`config.mk`:
```
export PLATFORM = sky130hd
export DESIGN_NAME = plnc_exec_unit
export DESIGN_NICKNAME = d
export VERILOG_FILES = /design/src/rtl/plnc_pkg.sv /design/src/rtl/plnc_decoder.sv /design/src/rtl/plnc_exec_unit.sv
export SDC_FILE = /design/constraint.sdc
export NUM_CORES = 1
export LEC_CHECK = 0
export BUFFER_PORTS_ARGS = -buffer_cell sky130_fd_sc_hd__buf_4
export CORE_ASPECT_RATIO = 1.75
export CORE_MARGIN = 2
export CORE_UTILIZATION = 55
export CTS_BUF_LIST = sky130_fd_sc_hd__clkbuf_16
export DETAILED_ROUTE_END_ITERATION = 10
export GPL_TIMING_DRIVEN = 0
export HOLD_SLACK_MARGIN = 0.15
export PLACE_DENSITY = 0.84
export SLEW_MARGIN = 20
export SYNTH_ARGS = -nofsm -noshare
export SYNTH_HDL_FRONTEND = slang
export SYNTH_HIERARCHICAL = 1
export SYNTH_SLANG_ARGS = --single-unit
```
`constraint.sdc`:
```
create_clock -name clk -period 1.8 [get_ports clk]
set_input_delay 0.09 -clock clk [delete_from_list [all_inputs] [get_ports clk]]
set_output_delay 0.09 -clock clk [all_outputs]
set_load 0.005 [all_outputs]
```
`src/rtl/plnc_pkg.sv`:
```
// Shared encodings, field positions and decode/result records for the plnc execute stage.
// Imported by the decoder and the execute unit.
package plnc_pkg;

    localparam logic [1:0] CLS_MEM  = 2'b00;
    localparam logic [1:0] CLS_ALUR = 2'b01;
    localparam logic [1:0] CLS_JUMP = 2'b10;
    localparam logic [1:0] CLS_ALUI = 2'b11;

    localparam logic [4:0] ALU_ADD  = 5'b00000;
    localparam logic [4:0] ALU_SUB  = 5'b00001;
    localparam logic [4:0] ALU_AND  = 5'b00010;
    localparam logic [4:0] ALU_OR   = 5'b00011;
    localparam logic [4:0] ALU_XOR  = 5'b00100;
    localparam logic [4:0] ALU_NOT  = 5'b00101;
    localparam logic [4:0] ALU_SHL  = 5'b00110;
    localparam logic [4:0] ALU_SHR  = 5'b00111;
    localparam logic [4:0] ALU_SRA  = 5'b01000;
    localparam logic [4:0] ALU_SLT  = 5'b01001;
    localparam logic [4:0] ALU_SLTU = 5'b01010;
    localparam logic [4:0] ALU_PASS = 5'b01011;

    localparam logic [2:0] JMP_NEVER = 3'b000;
    localparam logic [2:0] JMP_ALWAYS = 3'b001;
    localparam logic [2:0] JMP_EQZ   = 3'b010;
    localparam logic [2:0] JMP_NEZ   = 3'b011;
    localparam logic [2:0] JMP_LTZ   = 3'b100;
    localparam logic [2:0] JMP_GEZ   = 3'b101;
    localparam logic [2:0] JMP_GTZ   = 3'b110;
    localparam logic [2:0] JMP_LEZ   = 3'b111;

    // Low bit of each instruction field.
    localparam int CLS_LO        = 14;
    localparam int MEM_STORE_BIT = 13;
    localparam int MEM_REG_LO    = 10;
    localparam int MEM_BASE_LO   = 7;
    localparam int R_CTRL_LO     = 9;
    localparam int R_RD_LO       = 6;
    localparam int R_RS1_LO      = 3;
    localparam int R_RS2_LO      = 0;
    localparam int J_CTRL_LO     = 11;
    localparam int J_TEST_LO     = 8;
    localparam int J_TGT_LO      = 5;
    localparam int I_RD_LO       = 11;
    localparam int I_RS1_LO      = 8;

    typedef struct packed {
        logic [2:0]  rs1_addr;
        logic [2:0]  rs2_addr;
        logic [2:0]  rd;
        logic [4:0]  alu_ctrl;
        logic [2:0]  jump_ctrl;
        logic [15:0] imm;
        logic        use_rs2;
        logic        is_jump;
        logic        reg_write;
        logic        wb_sel_mem;
        logic        mem_write;
    } dec_t;

    typedef struct packed {
        logic        valid;
        logic [15:0] result;
        logic [15:0] store_data;
        logic [2:0]  rd;
        logic        reg_write;
        logic        wb_sel_mem;
        logic        mem_write;
        logic        pc_write;
        logic [15:0] jump_target;
    } exec_out_t;

    function automatic logic [15:0] sext7(input logic [6:0] v);
        return {{9{v[6]}}, v};
    endfunction

    function automatic logic [15:0] sext8(input logic [7:0] v);
        return {{8{v[7]}}, v};
    endfunction

endpackage

```
`src/rtl/plnc_decoder.sv`:
```
// Combinational instruction decode: register addresses, immediate and control bits.
// Fields a class does not use stay 0.
module plnc_decoder
    import plnc_pkg::*;
(
    input  logic [15:0] instr,
    output dec_t        dec
);

    always_comb begin
        dec = '0;
        case (instr[CLS_LO +: 2])
            CLS_MEM: begin
                dec.rs1_addr = instr[MEM_BASE_LO +: 3];
                dec.imm      = sext7(instr[6:0]);
                if (instr[MEM_STORE_BIT]) begin
                    dec.rs2_addr  = instr[MEM_REG_LO +: 3];
                    dec.mem_write = 1'b1;
                end else begin
                    dec.rd         = instr[MEM_REG_LO +: 3];
                    dec.reg_write  = 1'b1;
                    dec.wb_sel_mem = 1'b1;
                end
            end
            CLS_ALUR: begin
                dec.alu_ctrl  = instr[R_CTRL_LO +: 5];
                dec.rd        = instr[R_RD_LO +: 3];
                dec.rs1_addr  = instr[R_RS1_LO +: 3];
                dec.rs2_addr  = instr[R_RS2_LO +: 3];
                dec.use_rs2   = 1'b1;
                dec.reg_write = 1'b1;
            end
            CLS_JUMP: begin
                dec.jump_ctrl = instr[J_CTRL_LO +: 3];
                dec.rs1_addr  = instr[J_TEST_LO +: 3];
                dec.rs2_addr  = instr[J_TGT_LO +: 3];
                dec.is_jump   = 1'b1;
            end
            default: begin
                dec.rd        = instr[I_RD_LO +: 3];
                dec.rs1_addr  = instr[I_RS1_LO +: 3];
                dec.imm       = sext8(instr[7:0]);
                dec.reg_write = 1'b1;
            end
        endcase
    end

endmodule

```
`src/rtl/plnc_exec_unit.sv`:
```
// plnc decode/execute stage: ALU, jump condition and a single result register.
// Enables drop when no instruction arrives; data fields hold their last value.
module plnc_exec_unit
    import plnc_pkg::*;
(
    input  logic        clk,
    input  logic        rst,
    input  logic        in_valid,
    input  logic [15:0] instr,
    output logic [2:0]  rs1_addr,
    output logic [2:0]  rs2_addr,
    input  logic [15:0] rs1_val,
    input  logic [15:0] rs2_val,
    output logic        out_valid,
    output logic [15:0] out_result,
    output logic [15:0] out_store_data,
    output logic [2:0]  out_rd,
    output logic        out_reg_write,
    output logic        out_wb_sel_mem,
    output logic        out_mem_write,
    output logic        out_pc_write,
    output logic [15:0] out_jump_target
);

    dec_t        dec;
    logic [15:0] op_b;
    logic [15:0] alu_res;
    logic        cond;
    exec_out_t   res_d, res_q;

    plnc_decoder u_dec (
        .instr (instr),
        .dec   (dec)
    );

    assign rs1_addr = dec.rs1_addr;
    assign rs2_addr = dec.rs2_addr;
    assign op_b     = dec.use_rs2 ? rs2_val : dec.imm;

    always_comb begin
        alu_res = '0;
        case (dec.alu_ctrl)
            ALU_ADD:  alu_res = rs1_val + op_b;
            ALU_SUB:  alu_res = rs1_val - op_b;
            ALU_AND:  alu_res = rs1_val & op_b;
            ALU_OR:   alu_res = rs1_val | op_b;
            ALU_XOR:  alu_res = rs1_val ^ op_b;
            ALU_NOT:  alu_res = ~rs1_val;
            ALU_SHL:  alu_res = rs1_val << op_b[3:0];
            ALU_SHR:  alu_res = rs1_val >> op_b[3:0];
            ALU_SRA:  alu_res = $unsigned($signed(rs1_val) >>> op_b[3:0]);
            ALU_SLT:  alu_res = {15'd0, $signed(rs1_val) < $signed(op_b)};
            ALU_SLTU: alu_res = {15'd0, rs1_val < op_b};
            ALU_PASS: alu_res = op_b;
            default:  alu_res = '0;
        endcase
    end

    // Test register is compared as a signed value against zero.
    always_comb begin
        cond = 1'b0;
        case (dec.jump_ctrl)
            JMP_NEVER:  cond = 1'b0;
            JMP_ALWAYS: cond = 1'b1;
            JMP_EQZ:    cond = (rs1_val == '0);
            JMP_NEZ:    cond = (rs1_val != '0);
            JMP_LTZ:    cond = rs1_val[15];
            JMP_GEZ:    cond = ~rs1_val[15];
            JMP_GTZ:    cond = ~rs1_val[15] && (rs1_val != '0);
            default:    cond = rs1_val[15] || (rs1_val == '0);
        endcase
    end

    always_comb begin
        res_d           = res_q;
        res_d.valid     = 1'b0;
        res_d.reg_write = 1'b0;
        res_d.mem_write = 1'b0;
        res_d.pc_write  = 1'b0;
        if (in_valid) begin
            res_d.valid       = 1'b1;
            res_d.result      = alu_res;
            res_d.store_data  = rs2_val;
            res_d.rd          = dec.rd;
            res_d.reg_write   = dec.reg_write;
            res_d.wb_sel_mem  = dec.wb_sel_mem;
            res_d.mem_write   = dec.mem_write;
            res_d.pc_write    = dec.is_jump && cond;
            res_d.jump_target = rs2_val;
        end
    end

    always_ff @(posedge clk or negedge rst) begin
        if (!rst) res_q <= '0;
        else      res_q <= res_d;
    end

    assign out_valid       = res_q.valid;
    assign out_result      = res_q.result;
    assign out_store_data  = res_q.store_data;
    assign out_rd          = res_q.rd;
    assign out_reg_write   = res_q.reg_write;
    assign out_wb_sel_mem  = res_q.wb_sel_mem;
    assign out_mem_write   = res_q.mem_write;
    assign out_pc_write    = res_q.pc_write;
    assign out_jump_target = res_q.jump_target;

endmodule

```
==> metrics.md <==
| Metric | Value |
|---|---|
| Pint | 3.61 mW |
| Global-route wire length before repair | 47800 microns |
| WP data required | about 2000 ps |
| Antenna violations before repair | 0 |
| FP Rows | 53 |
| Final setup margin | -1190 ps |
| Core Area | 0.0119 sq mm |
| Reg2reg start | out_result[12] |
| Commonest non-fill, non-tap cell in the layout | buf_4 |
| Yosys reg bits | 40 |
| IO Count | 113 |
| RSZ-0062 raised after global routing | yes |
| Fin nets | 1185 |
| Clock-pin slew on the worst setup and hold paths | around 80 ps |
| Vias in the first global route | ~8200 |
| TritonCTS Sinks | 40 |
| CTS buffer count | 5 |
| Ant. Diodes | 0 |
| Gpl congestion | ~1.1 |
| R2r worst-path depth | 5 |
| Syn Area/Cell | 7.76 sq um |
| GRT overflow | 0 |
| P&R area growth vs syn | 50.0% |
| Hold path endpoint | out_reg_write |
| Failing checks | setup timing |
| CP endpoint kind | flip-flop |
| Via density | between 7 and 8 |
| Ys async rst share | 100% |
| Psw | roughly 2.7 mW |
| # DRC | 0 |
| Minimum clock period | 2990 ps |
| Sequential share of power | ~18% |
| Final Cycle Share | 166% |
| Syn Nets | 969 |
| WL/cell | about 28 microns |
| Worst slew pin tran | 1120 ps |
| DP Wirelength | 21900 microns |
| Chip Width | 87.5 microns |
| Sw Share | 43.0% |
| Reg-to-reg critical path endpoint | out_result[12] |
| H-tree depth | 2 |
| Post-synth EDFFs | 0 |
| P_leak | 4.45 nW |
| Power density over the cells | 628 mW/mm^2 |
| Clk buf depth | 2 |
| Worst skew pair latency | 300 ps |
| Via count | 8753 |
| Most frequent cells in the layout | 207 x buf_4, 67 x nand2_1, 56 x mux2i_1, 56 x nor2_1, 48 x a21oi_1 |
| Crit-path max FO | 9 |
| Yosys warnings | 6 |
| Fin area | 0.0101 sq mm |
| CP startpoint kind | primary input |
| Hold Startpoint | instr[13] |
| Number of max-cap violations | 0 |
| Slew margin rel. | between 20% and 30% |
| Status | complete, but fails checks |
| Synth top area cells | dfrtp_1 15%, mux2i_1 10%, ha_1 9.3% |
| Die ar. | 0.0131 sq mm |
| Placed inst area | 0.00806 sq mm |
| Aggregate global-route resource usage | 48.9% |
| Max VDD drop | 595 uV |
| Crit path kind | primary input to flip-flop |
| Synth area leader | dfrtp_1 |
| Initial Utilization | 56.3% |
| Drt first-iter violations | roughly 1100 |
| R2R Setup Slk | -40 ps |
| Netlist cell types | 78 |
| CP arrival | roughly 3200 ps |
| Fin Hold WS | approximately 250 ps |
| Die height | ~150 microns |
| ANT nets after route | 0 |
| Worst hold path type | primary input to flip-flop |
| Largest net degree at the start of global routing | just over 40 |
| Final WL | 34500 microns |
| Share of the synthesized area in the top cell type | 14.9% |
| Register area share after synthesis | 14.9% |
| Post-Synthesis Cells | 866 |
| Fmax achieved | 0.334 GHz |
| Clock share of power | 19.7% |
| Tot Pwr | 6.33 mW |
| # fillers | ~700 |
| Mapped cell area | approximately 0.0067 sq mm |
| Share of cells above drive strength 1 | 41.6% |
| CTS tree | done |
| 1st-pass router iterations | 6 |
| Comb pwr share | ~63% |
| Hold depth | 4 |
| Final Core Density | 84.4% |
| PortBufs | 110 |
| Worst clock skew | 0 ps |
| CTS Root Cell | clkbuf_16 |
| Slew Viols, Final | 0 |
| Dominant synthesized flop cell | dfrtp_1 |
| Final setup fails | 17 |
| Hold Vio Cnt, Final | 0 |
state kept, by name, summed over array words and instances (netlist names):
| register | count |
|---|---|
| out_jump_target | 16 |
| out_pc_write | 1 |
| out_rd | 3 |
| out_reg_write | 1 |
| out_mem_write | 1 |
| out_valid | 1 |
| out_result | 16 |
| out_wb_sel_mem | 1 |
metal layers:
metal  vias to the layer above  global-route usage (%)  share of wire (%)  routed length [microns]
met1                      4006                    50.7                 31                    10600
met2                       799                    77.5                 44                    15300
li1                       3594                       -                  -                        -
met5                         -                       0                  0                        0
met4                         0                    44.2                 12                     4250
met3                       354                    14.5                 13                     4440
critical path, stage by stage:
cell,delay [ps]
buf_12,100
nor2b_4,190
buf_4,150
buf_4,110
buf_6,90
mux2i_4,320
buf_8,150
buf_4,210
mux2i_1,200
mux2i_1,120
mux2i_1,760
o221ai_1,340
o31a_1,360
worst max-delay path by stage:
stage                           to  startpoint  cells past startpoint  slack (ps)
floorplan           out_result[15]   instr[14]                     16       -1150
global placement     out_result[0]   instr[14]                     14       -2120
detailed placement   out_result[0]   instr[14]                     14       -2070
CTS                 out_result[14]   instr[14]                     17        -960
global route         out_result[0]  rs1_val[7]                     12       -1180
finish              out_result[15]   instr[14]                     13       -1190
cells in the mapped netlist (13+ instances only):
master,number
and2_1,23
nand2_1,71
nor3_1,29
mux2_2,27
inv_1,47
mux2i_1,69
buf_2,13
buf_4,29
clkbuf_1,25
a21oi_1,59
nor2_1,58
a211oi_1,18
o21ai_0,46
ha_1,50
o22ai_1,17
dfrtp_1,40
power by group through the flow:
stage                     logic, mW  registers (mW)  clock network, mW
final                          3.97            1.11               1.25
after global routing           4.10            1.13               1.27
after CTS                      3.43            1.11               1.22
after detailed placement       2.81            1.12                  0
after global placement         2.79            1.12                  0
after floorplan                1.80            1.12                  0
kinds of logic after synthesis:
group                    Yosys count  share of synthesized area, %
AO/OA/AOI/OAI                    254                          25.4
AND/OR/NAND/NOR                  269                          20.4
XOR/XNOR                          12                          1.56
adder cells (fa/ha/maj)           52                          9.91
multiplexers                     103                          17.0
buffers and inverters            136                          10.8
flip-flops                        40                          14.9
stage by stage:
| step | setup WS [ps] | setup TNS, ps | cells |
|---|---|---|---|
| 6_report | -1190 | -15060 | 1219 |
| 5_1_grt | -1180 | -15780 | 1219 |
| 4_1_cts | -955 | -11890 | 1189 |
| 3_5_place_dp | -2070 | -25470 | 1113 |
| 3_3_place_gp | -2120 | -25550 | 1113 |
| 2_1_floorplan | -1150 | -14470 | 866 |
what timing repair did:
item	4_1_cts	5_1_grt
hold endpoints to repair	57	0
pin swaps	46	41
endpoints found under the setup margin	16	16
cloned	0	0
hold buffers	18	0
resized for setup	170	58
buffers inserted	54	33
layout make-up:
type	instances	area, sq um	share of cell area, %
Clock inverter	2	60.1	0.596
Multi-Input combinational cell	690	6020	59.7
Tap cell	137	171	1.70
Clock buffer	5	125	1.24
Timing Repair Buffer	215	1740	17.2
Buffer	81	759	7.54
Sequential cell	40	1000	9.93
Inverter	49	205	2.04
Note: power is estimated with default switching activity, not from simulation.
